`src/rtl/uart_pkg.sv`:
```
// uart_pkg -- definitions shared by the UART blocks.
//   UART_CLKS_PER_BIT_DEFAULT : default clk cycles per bit (12 MHz / 115200 baud)
//   ST_*                      : receiver/transmitter FSM state encoding
package uart_pkg;

    localparam int unsigned UART_CLKS_PER_BIT_DEFAULT = 104;

    localparam logic [1:0] ST_IDLE  = 2'd0;
    localparam logic [1:0] ST_START = 2'd1;
    localparam logic [1:0] ST_DATA  = 2'd2;
    localparam logic [1:0] ST_STOP  = 2'd3;

endpackage

```
`src/rtl/sync_2ff.sv`:
```
// sync_2ff -- two-flop synchronizer for one asynchronous bit.
//   clk     : destination clock
//   reset   : asynchronous active-high reset, both flops load RESET_VAL
//   d_i     : asynchronous input
//   q_o     : synchronized output, two clk edges of latency
module sync_2ff #(
    parameter logic RESET_VAL = 1'b1
) (
    input  logic clk,
    input  logic reset,
    input  logic d_i,
    output logic q_o
);

    logic meta_q;
    logic sync_q;

    always_ff @(posedge clk or posedge reset) begin
        if (reset) begin
            meta_q <= RESET_VAL;
            sync_q <= RESET_VAL;
        end else begin
            meta_q <= d_i;
            sync_q <= meta_q;
        end
    end

    assign q_o = sync_q;

endmodule

```
`src/rtl/uart_rx.sv`:
```
// uart_rx -- 8N1 UART receiver with a one-byte holding register.
//   clk        : system clock, all state on the rising edge
//   reset      : asynchronous active-high reset
//   rx         : serial input, asynchronous, idles high
//   rx_data    : last received byte
//   rx_valid   : rx_data holds an unconsumed byte
//   rx_ready   : consumer takes rx_data when rx_valid && rx_ready
//   frame_err  : one-cycle pulse when the stop bit samples low
//   overrun    : one-cycle pulse when a good byte is dropped (holding full)
//   dbg_state  : current FSM state (uart_pkg ST_* encoding), for observation
//
// Handshake: rx_valid/rx_data form a valid/ready source. Once rx_valid is
// high, rx_valid and rx_data hold until a cycle with rx_ready high; a byte
// transfers on every rising edge where rx_valid && rx_ready. rx_ready has
// no effect while rx_valid is low. All outputs come straight from flops.
module uart_rx
    import uart_pkg::*;
#(
    parameter int unsigned CLKS_PER_BIT = UART_CLKS_PER_BIT_DEFAULT
) (
    input  logic       clk,
    input  logic       reset,
    input  logic       rx,
    output logic [7:0] rx_data,
    output logic       rx_valid,
    input  logic       rx_ready,
    output logic       frame_err,
    output logic       overrun,
    output logic [1:0] dbg_state
);

    localparam logic [15:0] CNT_LAST = 16'(CLKS_PER_BIT - 1);
    // Start bit is checked half a bit in, so data samples land mid-bit.
    localparam logic [15:0] CNT_HALF = 16'((CLKS_PER_BIT - 1) / 2);

    logic        rx_s;

    logic [1:0]  state_q,     state_d;
    logic [15:0] cnt_q,       cnt_d;
    logic [2:0]  bit_idx_q,   bit_idx_d;
    logic [7:0]  shift_q,     shift_d;
    logic [7:0]  rx_data_q,   rx_data_d;
    logic        rx_valid_q,  rx_valid_d;
    logic        frame_err_q, frame_err_d;
    logic        overrun_q,   overrun_d;

    sync_2ff #(
        .RESET_VAL (1'b1)
    ) u_sync (
        .clk   (clk),
        .reset (reset),
        .d_i   (rx),
        .q_o   (rx_s)
    );

    always_comb begin
        state_d     = state_q;
        cnt_d       = cnt_q;
        bit_idx_d   = bit_idx_q;
        shift_d     = shift_q;
        rx_data_d   = rx_data_q;
        rx_valid_d  = rx_valid_q;
        frame_err_d = 1'b0;
        overrun_d   = 1'b0;

        // Consumer handshake; a stop-bit load below may re-set it this cycle.
        if (rx_valid_q && rx_ready) begin
            rx_valid_d = 1'b0;
        end

        case (state_q)
            ST_IDLE: begin
                cnt_d     = '0;
                bit_idx_d = '0;
                if (!rx_s) begin
                    state_d = ST_START;
                end
            end

            ST_START: begin
                if (cnt_q == CNT_HALF) begin
                    cnt_d   = '0;
                    // High at mid start bit means a glitch: drop it silently.
                    state_d = rx_s ? ST_IDLE : ST_DATA;
                end else begin
                    cnt_d = cnt_q + 16'd1;
                end
            end

            ST_DATA: begin
                if (cnt_q == CNT_LAST) begin
                    cnt_d     = '0;
                    // LSB arrives first, so shift in from the top.
                    shift_d   = {rx_s, shift_q[7:1]};
                    bit_idx_d = bit_idx_q + 3'd1;
                    if (bit_idx_q == 3'd7) begin
                        state_d = ST_STOP;
                    end
                end else begin
                    cnt_d = cnt_q + 16'd1;
                end
            end

            ST_STOP: begin
                if (cnt_q == CNT_LAST) begin
                    cnt_d   = '0;
                    // Leave mid stop bit so a back-to-back start edge is seen.
                    state_d = ST_IDLE;
                    if (!rx_s) begin
                        frame_err_d = 1'b1;
                    end else if (!rx_valid_q || rx_ready) begin
                        rx_data_d  = shift_q;
                        rx_valid_d = 1'b1;
                    end else begin
                        overrun_d = 1'b1;
                    end
                end else begin
                    cnt_d = cnt_q + 16'd1;
                end
            end

            default: begin
                state_d = ST_IDLE;
                cnt_d   = '0;
            end
        endcase
    end

    always_ff @(posedge clk or posedge reset) begin
        if (reset) begin
            state_q     <= ST_IDLE;
            cnt_q       <= '0;
            bit_idx_q   <= '0;
            shift_q     <= '0;
            rx_data_q   <= '0;
            rx_valid_q  <= 1'b0;
            frame_err_q <= 1'b0;
            overrun_q   <= 1'b0;
        end else begin
            state_q     <= state_d;
            cnt_q       <= cnt_d;
            bit_idx_q   <= bit_idx_d;
            shift_q     <= shift_d;
            rx_data_q   <= rx_data_d;
            rx_valid_q  <= rx_valid_d;
            frame_err_q <= frame_err_d;
            overrun_q   <= overrun_d;
        end
    end

    assign rx_data   = rx_data_q;
    assign rx_valid  = rx_valid_q;
    assign frame_err = frame_err_q;
    assign overrun   = overrun_q;
    assign dbg_state = state_q;

endmodule

```
`config.mk`:
```
export PLATFORM = sky130hd
export DESIGN_NAME = uart_rx
export DESIGN_NICKNAME = d
export VERILOG_FILES = /design/src/rtl/uart_pkg.sv /design/src/rtl/sync_2ff.sv /design/src/rtl/uart_rx.sv
export SDC_FILE = /design/constraint.sdc
export NUM_CORES = 1
export LEC_CHECK = 0
export ABC_AREA = 1
export CORE_MARGIN = 2
export CORE_UTILIZATION = 55
export DETAILED_ROUTE_END_ITERATION = 10
export PLACE_DENSITY = 0.76
export SLEW_MARGIN = 20
export SYNTH_ARGS = -nofsm -noshare
export SYNTH_HDL_FRONTEND = slang
export SYNTH_SLANG_ARGS = --single-unit
```
`constraint.sdc`:
```
create_clock -name clk -period 4.2 [get_ports clk]
set_clock_uncertainty 0.15 [all_clocks]
set_input_delay 0.42 -clock clk [delete_from_list [all_inputs] [get_ports clk]]
set_output_delay 0.42 -clock clk [all_outputs]
set_load 0.1 [all_outputs]
```
**Yosys cells after proc, flatten, opt, wreduce, memory -nomap -nowiden**

Cells that the tools add are included.
W data, S select, Z words.

- Output and inout bits: 13
- Memories kept: 0
- Bits in registers: 42
- Latch bits: 0
- Bits in writable memories: 0
- Bits in read-only memories: 0
- Word-level logic and storage cells: 57
- Bits of input ports: 4

- Magnitude comparators: 0
- Add/subtract/negate cells: 2
- Shifts and indexed selects: 0
- Div/mod/pow operators: 0
- Bitwise logic cells: 0
- Multiplexer cells: 24
- Reductions and logical operators: 10
- Multipliers: 0
- Equal/unequal tests: 11

Operator list:

| operator | count |
|---|---|
| $pmux W16 S3 | 1 |
| $mux W16 | 2 |
| $add A16 B1 Y16 const B | 1 |
| $eq A16 B6 Y1 const B | 1 |
| $eq A16 B7 Y1 const B | 1 |
| $mux W1 | 12 |
| $mux W2 | 6 |
| $ne A2 B2 Y1 const B | 5 |
| $pmux W2 S4 | 1 |
| $pmux W3 S2 | 1 |
| $reduce_and A5 Y1 | 1 |
| $eq A2 B2 Y1 const B | 2 |
| $reduce_and A2 Y1 | 2 |
| $reduce_and A4 Y1 | 1 |
| $add A3 B1 Y3 const B | 1 |
| $eq A3 B3 Y1 const B | 1 |
| $mux W3 | 1 |
| $eq A2 B1 Y1 const B | 1 |
| $logic_not A2 Y1 | 1 |
| $reduce_bool A2 Y1 | 1 |
| $reduce_or A2 Y1 | 1 |
| $logic_and A1 B1 Y1 | 1 |
| $logic_not A1 Y1 | 1 |
| $logic_or A1 B1 Y1 | 1 |

**Logic depth before layout (Yosys ltp)**

Gate-level depths: netlist of run 1.

- Depth after elaboration: 6
- Depth in mapped cells: 11
- Mapped depth without buffers: 11

**By module**

Synthesis of run 1 repeated with hierarchy kept, for this count alone.

- Cell total of the unflattened synthesis: 239
- Area total of the unflattened synthesis: 1999.4 µm²

By module, submodules not included:

| module | area each (µm²) | sequential area each (µm²) | cells an instance | instances |
|---|---|---|---|---|
| uart_rx | 1943.1 | 1001.0 | 236 | 1 |
| sync_2ff | 56.3 | 52.6 | 3 | 1 |

**Least setup slack after synthesis of run 1**

OpenSTA, ideal clock, no wires.

- Path kind: flip-flop to flip-flop
- Start point: register state_q[0] (netlist: dbg_state[0])
- End point: register (tool-made name)
- Library setup time: 0.123 ns
- Setup slack: 2.091 ns
- Stages on the path, launching flop included: 8
- Arrival time: 1.836 ns
- Path buffers: 0
- Cells stage by stage: dfrtp_1 -> inv_1 -> nand2_1 -> o22ai_1 -> inv_1 -> nand4_1 -> nand2_1 -> nand2_1

RTL lines:

| item | line | RTL |
|---|---|---|
| start: declaration | uart_rx.sv:38 | `logic [1:0] state_q, state_d;` |
| start signal: assignment | uart_rx.sv:140 | `state_q <= state_d;` |

==> results.cfg, run 1 <==
[synth]
synthesis.area_sq_um = 2000
netlist_instances = 242
yosysSeqAreaShare = 0.526
ys_seq_elements = 42
syn_avg_cell_area_sq_um = 8.28
synth_warnings = 0
ys_types = 31
syn_nets = 249

[global_routing]
grt_max_degree = 23
overflow = 0
grt_pass1_vias = 1472
antenna_found_initial = 0
grt_use_total = 0.207
grt_pass1_wl_mm = 6.50

[hold_path]
hold_depth = 0
hp-class = flip-flop to flip-flop
hold_end = u_sync.q_o
hp-start = u_sync.meta_q

[timing]
maxSlewViolCount = 0
timing.setup.tns_ns = 0
fmax_ghz = 0.385
worstMarginPinSlew_ns = 0.969
rsz0062_at_grt = false
finalCritPeriodShare = 0.618
setup_viol = 0
maxSlewHeadroom = 0.352
hold_viol_final = 0
period_minus_slack_ns = 2.60

[floorplan]
start_util = 0.586
die-area_sq_um = 4140
die_width_microns = 64.4
die-height_microns = 64.4
io_pins = 17
core-area_sq_um = 3420
fp-row-count = 21

[drt]
via_per_inst = 5.12
drt-total-wl_mm = 3.77
dr_total_vias = 1586
drcViolationCount = 0
drtIter0Drc = 87
ant_nets = 0
firstDrtPassIters = 4
wl_per_cell_microns = 12.1

[clock_network]
h-tree-depth = 2
clk_latency_ns = 0.35
cts_tree = yes
clk_path_buf_depth = 2
cts_resized = 0
path_clk_slew_ns = 0.12
ctsHoldBuffers = 0
root_buffer = clkbuf_4
cts_setup_buffers = 0
cts_buffers = 5
cts_sinks = 42

[setup_path]
reg2reg_from = cnt_q[0]
critPathTopFamily = buffers and inverters
cp_data_required_time_ns = 3.63
path_max_fanout = 8
reg2reg_depth = 9
cpPeakStageDelay_ns = 1.18
startpoint_type = flip-flop
reg2reg_to = rx_data[0]
path_buf_inv = 1
crit_type = flip-flop to primary output
arrival_ns = 2.03
crit_slowest_cell = clkdlybuf4s50_1
worst_setup_path_end_kind = primary output
r2r_slack_ns = 2.10
path_cells = clkdlybuf4s50_1

[placement]
dp_hpwl_mm = 2.79
io_buffers = 16
gp_congestion = 0.873
placed_cells = 302

[layout]
antenna_cells = 0
fin_nets = 270
layout-drive-gt1-share = 0.106
layout.cells.non_filler = 310
area_growth_pct = 14.0

[pwr]
power.leakage_nw = 1.18
p_per_area_nw_per_um2 = 293
ir_worst_vdd_mv = 0.213

[run_status]
outcome = completed

[job]
drv_cap = 0
metal layers:
metal / wire length [microns] / GRT usage
met1: 1880 / 0.281
met2: 1700 / 0.318
met3: 128 / 0.0634
met4: 57 / 0.0718
met5: 0 / 0
worst max path at each step:
stage,endpoint,slack [ns],cells after the start,start
global route,dbg_state[1],1.50,1,flip-flop
CTS,dbg_state[1],1.56,1,flip-flop
floorplan,flip-flop,2.09,7,dbg_state[0]
finish,dbg_state[1],1.60,1,flip-flop
detailed placement,dbg_state[1],2.00,1,flip-flop
global placement,dbg_state[1],2.01,1,flip-flop
logic make-up (layout without fill, tap and decap cells):
group,after synthesis,after routing,share of synthesized area
flops,42,42,0.526
compound gates,23,23,0.0625
fa+ha+maj,3,3,0.0187
buf+inv,27,49,0.0581
xor+xnor,2,2,0.00875
simple gates,145,145,0.326
flip-flops by register name (all words and copies together), names as in the netlist, named ones only:
name / count
cnt_q: 16
rx_data: 8
shift_q: 8
bit_idx_q: 3
dbg_state: 1
frame_err: 1
overrun: 1
rx_valid: 1
u_sync.meta_q: 1
u_sync.q_o: 1
synth_stat cells:
cell type / count / share of area
o22ai_1: 1 / 0.0031
nor2_8: 1 / 0.010
nor2_1: 30 / 0.056
nand2_1: 77 / 0.14
nor3_2: 1 / 0.0050
nor3b_1: 1 / 0.0037
dfrtp_1: 40 / 0.50
buf_2: 1 / 0.0025
nand2_2: 2 / 0.0062
inv_4: 1 / 0.0031
buf_6: 1 / 0.0056
o21ai_0: 8 / 0.020
a21oi_1: 4 / 0.010
o21bai_1: 1 / 0.0037
nor2_2: 4 / 0.012
buf_4: 1 / 0.0037
o21ai_1: 6 / 0.015
inv_2: 4 / 0.0075
ha_1: 3 / 0.019
nand4_1: 2 / 0.0062
nor3_1: 9 / 0.022
inv_1: 19 / 0.036
nor2_4: 2 / 0.011
nand3b_1: 1 / 0.0037
dfstp_2: 2 / 0.026
nand3_1: 12 / 0.030
nand2_4: 2 / 0.011
o21ai_2: 1 / 0.0044
a31oi_1: 2 / 0.0062
and3_1: 1 / 0.0031
xor2_1: 2 / 0.0087
power by group:
group | internal [mW] | total, mW | switching (mW)
logic | 0.00335 | 0.0120 | 0.00861
registers | 0.406 | 0.407 | 0.000565
clock network | 0.126 | 0.252 | 0.126
total | 0.535 | 0.670 | 0.135
cell usage in the layout (no fill, tap or decap):
master / instances
clkbuf_4: 5
nor2_8: 1
xor2_1: 2
o21ai_2: 1
nand2_4: 2
a21oi_1: 4
dfstp_2: 2
o21ai_0: 8
clkdlybuf4s50_1: 16
and3_1: 1
nand3_1: 12
inv_2: 4
nor2_1: 30
nand2_1: 77
nor2_4: 2
clkbuf_1: 1
o21ai_1: 6
nand2_2: 2
inv_4: 1
nand3b_1: 1
nor3_2: 1
nand4_1: 2
a31oi_1: 2
clkinvlp_4: 1
ha_1: 3
nor3b_1: 1
bufinv_16: 1
o21bai_1: 1
dfrtp_1: 40
inv_1: 19
nor3_1: 9
nor2_2: 4
o22ai_1: 1
buf_4: 1
through the flow:
step | hold WS, ns | instance area [sq um] | worst slack [ns] | util | total power, mW
final | 0.212 | 2280 | 1.60 | 0.668 | 0.670
after global placement | 0.197 | 2200 | 2.01 | 0.645 | 0.427
after CTS | 0.213 | 2280 | 1.56 | 0.668 | 0.683
after detailed placement | 0.197 | 2200 | 2.00 | 0.645 | 0.427
after global routing | 0.223 | 2280 | 1.50 | 0.668 | 0.703
after floorplan | 0.195 | 2000 | 2.09 | - | 0.421
final cells by class:
type	count	area, sq um
fill	308	1130
clock inverter	2	37.5
tap	46	57.6
sequential	42	1050
clock buffer	6	41.3
inverter	24	92.6
timing repair buffer	17	168
multi-input combinational	173	833
Note: power is estimated with default switching activity, not from simulation.
==> run 2: changes to the inputs <==
==> constraint.sdc (replaced) <==
create_clock -name clk -period 2.6 [get_ports clk]
set_clock_uncertainty 0.15 [all_clocks]
set_input_delay 0.26 -clock clk [delete_from_list [all_inputs] [get_ports clk]]
set_output_delay 0.26 -clock clk [all_outputs]
set_load 0.1 [all_outputs]
==> results.cfg, run 2 (synthesis results as in run 1) <==
[run_status]
outcome = completed

[clock_network]
cts_setup_buffers = 0
cts_buffers = 5
path_clk_slew_ns = 0.13
clk_latency_ns = 0.35
root_buffer = clkbuf_4
ctsHoldBuffers = 0
h-tree-depth = 2
cts_resized = 0
clk_path_buf_depth = 2
cts_tree = yes
cts_sinks = 42

[pwr]
power.leakage_nw = 1.19
power_frac_seq = 0.664
p_comb_frac = 0.019
ir_worst_vdd_mv = 0.420
intPower_uw = 768
p_per_area_nw_per_um2 = 444
switching_share = 0.224
clkPwrFrac = 0.317
p_switching_uw = 222

[drt]
firstDrtPassIters = 4
via_per_inst = 5.09
dr_total_vias = 1579
route.met3.wl_microns = 154
ant_nets = 0
drtIter0Drc = 122
highest_layer = met4
drt-met1-wl_mm = 1.90
drcViolationCount = 0
drt-total-wl_mm = 3.81
met2_length_mm = 1.70
wl_per_cell_microns = 12.3

[layout]
fin_nets = 270
fin_util = 0.652
top_register = cnt_q
layout_commonest_cell = nand2_1
antenna_cells = 0
fillers = 296
stdcell_area_sq_um = 2230
area_growth_pct = 11.2
largest_register_ffs = 16
final_cell_mix = nand2_1 (77), dfrtp_1 (40), nor2_1 (30), inv_1 (19), buf_4 (14)
layout-drive-gt1-share = 0.155

[placement]
dp_slack_ns = 0.636
placed_area_sq_um = 2170
dp_hpwl_mm = 2.81
gp_congestion = 0.860
io_buffers = 16

[hold_path]
hp-class = input port to flip-flop

[timing]
rsz0062_at_grt = false
period_minus_slack_ns = 1.98
worst_hold_slack_ns = 0.162
hold_viol_final = 0
maxSlewViolCount = 0
fmax_ghz = 0.504
worst_slack_ns = 0.616
timing.setup.tns_ns = 0
worstMarginPinSlew_ns = 0.559
finalCritPeriodShare = 0.763
maxSlewHeadroom = 0.626
setup_viol = 0

[global_routing]
grt_use_total = 0.215
grt_pass1_vias = 1488
grt_pass1_wl_mm = 6.74
overflow = 0
antenna_found_initial = 0
grt_max_degree = 43

[floorplan]
die-height_microns = 64.4
core-area_sq_um = 3420
die-area_sq_um = 4140
io_pins = 17
start_util = 0.586
fp-row-count = 21
die_width_microns = 64.4

[setup_path]
path_cells = ha_1 -> nand2_1 -> inv_1 -> nand2_2 -> nor2_4 -> nand3_1 -> nor2_2 -> nand2_1 -> nand2_1
crit_slowest_cell = dfrtp_1
cp_data_required_time_ns = 2.75
startpoint_type = flip-flop
arrival_ns = 2.14
critPathTopFamily = simple AND/OR/NAND/NOR gates
path_max_fanout = 11
crit_type = flip-flop to flip-flop
worst_path_most_repeated_cell = nand2_1
cpPeakStageDelay_ns = 0.40
worst_setup_path_end_kind = flip-flop
path_buf_inv = 1

[job]
drv_cap = 0
-- run 2: cell count changes in the layout (fill, tap and decap cells not counted), sizes merged --
| cell | delta |
|---|---|
| clkinvlp | -1 |
| buf | +13 |
| clkdlybuf4s50 | -13 |
| clkinv | +2 |
| bufinv | -1 |
-- run 2: cell type report --
cell class                      instances  area, sq um  share of cell area
Timing Repair Buffer                   17          135              0.0607
Clock inverter                          2         13.8             0.00618
Clock buffer                            6         41.3              0.0185
Inverter                               24         92.6              0.0416
Multi-Input combinational cell        173          833               0.374
Tap cell                               46         57.6              0.0258
Sequential cell                        42         1050               0.473
-- run 2: path summary, 6_finish.rpt --
path,slack [ns],to,cells after the start,startpoint
worst max register to register,0.62,rx_data[6],9,cnt_q[0]
worst min register to register,0.21,u_sync.q_o,0,u_sync.meta_q
min in group asynchronous,0.17,rx_data[7],3,reset
max in group asynchronous,1.75,u_sync.meta_q,3,reset
worst min-delay path,0.16,u_sync.meta_q,1,rx
worst max-delay path,0.62,rx_data[6],9,cnt_q[0]
-- run 2: power by group through the flow --
stage / combinational (mW) / clock, mW / sequential (mW)
after detailed placement: 0.0199 / 0 / 0.669
after global routing: 0.0220 / 0.357 / 0.657
after floorplan: 0.0106 / 0 / 0.669
after CTS: 0.0200 / 0.326 / 0.657
after global placement: 0.0198 / 0 / 0.669
final: 0.0186 / 0.314 / 0.657
-- run 2: layer usage --
layer	track usage	vias to the layer above
met5	0	-
met4	0.0691	0
met3	0.0599	6
met2	0.324	34
met1	0.303	730
li1	-	809
-- run 2: per-stage QoR --
step                      power (mW)  cells
after floorplan                0.680    242
final                          0.989    310
after global placement         0.689    302
after CTS                       1.00    310
after global routing            1.04    310
after detailed placement       0.689    302
==> run 3: changes to the inputs <==
==> constraint.sdc (replaced) <==
create_clock -name clk -period 2 [get_ports clk]
set_clock_uncertainty 0.15 [all_clocks]
set_input_delay 0.2 -clock clk [delete_from_list [all_inputs] [get_ports clk]]
set_output_delay 0.2 -clock clk [all_outputs]
set_load 0.1 [all_outputs]
==> results.cfg, run 3 (synthesis results as in run 1) <==
[global_routing]
antenna_found_initial = 0
grt_pass1_vias = 1522
grt_max_degree = 43
grt_use_total = 0.215
overflow = 0
grt_pass1_wl_mm = 6.75

[floorplan]
die-area_sq_um = 4140
fp-row-count = 21
core-area_sq_um = 3420
io_pins = 17
start_util = 0.586
die_width_microns = 64.4
die-height_microns = 64.4

[clock_network]
clk_path_buf_depth = 2
cts_sinks = 42
h-tree-depth = 2
clk_latency_ns = 0.36
path_clk_slew_ns = 0.13
cts_resized = 0
cts_setup_buffers = 0
ctsHoldBuffers = 0
cts_tree = yes
root_buffer = clkbuf_4
cts_buffers = 5

[setup_path]
startpoint_type = flip-flop
path_max_fanout = 8
cp_data_required_time_ns = 2.14
critical_path.endpoint = rx_data[1]
worst_setup_path_end_kind = flip-flop
r2r_slack_ns = 0.20
reg2reg_from = cnt_q[0]
reg2reg_depth = 9
arrival_ns = 1.94
reg2reg_to = rx_data[1]
startpoint = cnt_q[0]
crit_type = flip-flop to flip-flop

[drt]
via_per_inst = 5.05
dr_total_vias = 1577
firstDrtPassIters = 4
ant_nets = 0
drcViolationCount = 0
drtIter0Drc = 168
drt-total-wl_mm = 3.78
wl_per_cell_microns = 12.1

[pwr]
power.leakage_nw = 1.23
ir_worst_vdd_mv = 0.401
p_comb_frac = 0.016
power_frac_seq = 0.543
clkPwrFrac = 0.442
power_mw = 1.57
p_switching_uw = 290
p_per_area_nw_per_um2 = 684
switching_share = 0.184
intPower_mw = 1.28

[layout]
layout-drive-gt1-share = 0.173
stdcell_area_sq_um = 2300
largest_register_ffs = 16
top_register = cnt_q
area_growth_pct = 14.9
fin_util = 0.674
layout_commonest_cell = nand2_1
fin_nets = 272
fillers = 284
antenna_cells = 0
final_cell_mix = nand2_1 (77), dfrtp_1 (38), nor2_1 (30), inv_1 (19), buf_4 (16)

[placement]
dp_hpwl_mm = 2.74
io_buffers = 16
placed_area_sq_um = 2190
dp_slack_ns = 0.238
gp_congestion = 0.869

[timing]
finalCritPeriodShare = 0.898
period_minus_slack_ns = 1.80
rsz0062_at_grt = false
setup_viol = 0
maxSlewHeadroom = 0.656
hold_viol_final = 0
worstMarginPinSlew_ns = 0.517
timing.setup.tns_ns = 0
maxSlewViolCount = 0
fmax_ghz = 0.557
worst_slack_ns = 0.205

[run_status]
outcome = completed

[job]
drv_cap = 0

[hold_path]
hp-class = input port to flip-flop
## run 3: cell type report
cell class / count / area [sq um] / area share
Clock buffer: 6 / 51.3 / 0.0223
Sequential cell: 42 / 1060 / 0.459
Tap cell: 46 / 57.6 / 0.0250
Multi-Input combinational cell: 173 / 833 / 0.362
Inverter: 24 / 92.6 / 0.0402
Timing Repair Buffer: 19 / 150 / 0.0653
Clock inverter: 2 / 60.1 / 0.0261
## run 3: power by group through the flow
stage | combinational (mW) | clock, mW | sequential, mW
detailed placement | 0.0258 | 0 | 0.870
global route | 0.0289 | 0.738 | 0.855
finish | 0.0244 | 0.695 | 0.854
floorplan | 0.0138 | 0 | 0.870
global placement | 0.0258 | 0 | 0.870
CTS | 0.0261 | 0.709 | 0.854
## run 3: how the worst min path moves through the flow
stage                  start             to  slack, ns  cells past startpoint
2_1_floorplan             rx  u_sync.meta_q       0.05                      0
3_3_place_gp   u_sync.meta_q     u_sync.q_o       0.20                      0
3_5_place_dp   u_sync.meta_q     u_sync.q_o       0.20                      0
4_1_cts                   rx  u_sync.meta_q       0.07                      1
5_1_grt                   rx  u_sync.meta_q       0.08                      1
6_report                  rx  u_sync.meta_q       0.07                      1
## run 3: metrics by stage
stage / hold slack [ns] / std cells
3_3_place_gp: 0.196 / 304
6_report: 0.0735 / 312
2_1_floorplan: 0.0545 / 242
4_1_cts: 0.0690 / 312
5_1_grt: 0.0756 / 312
3_5_place_dp: 0.198 / 304
## run 3: critical path: stages (launching register included)
cell	delay [ns]
dfrtp_1	0.40
ha_1	0.20
nand2_1	0.11
inv_1	0.08
nand2_2	0.06
nor2_4	0.11
nand3_1	0.14
nor2_2	0.27
nand2_1	0.13
nand2_1	0.08
## run 3: metal layers
layer	vias to the layer above	routed length, microns	GRT usage
met1	728	1880	0.296
met5	-	0	0
li1	815	-	-
met2	27	1660	0.329
met3	7	159	0.0423
met4	0	76	0.0957
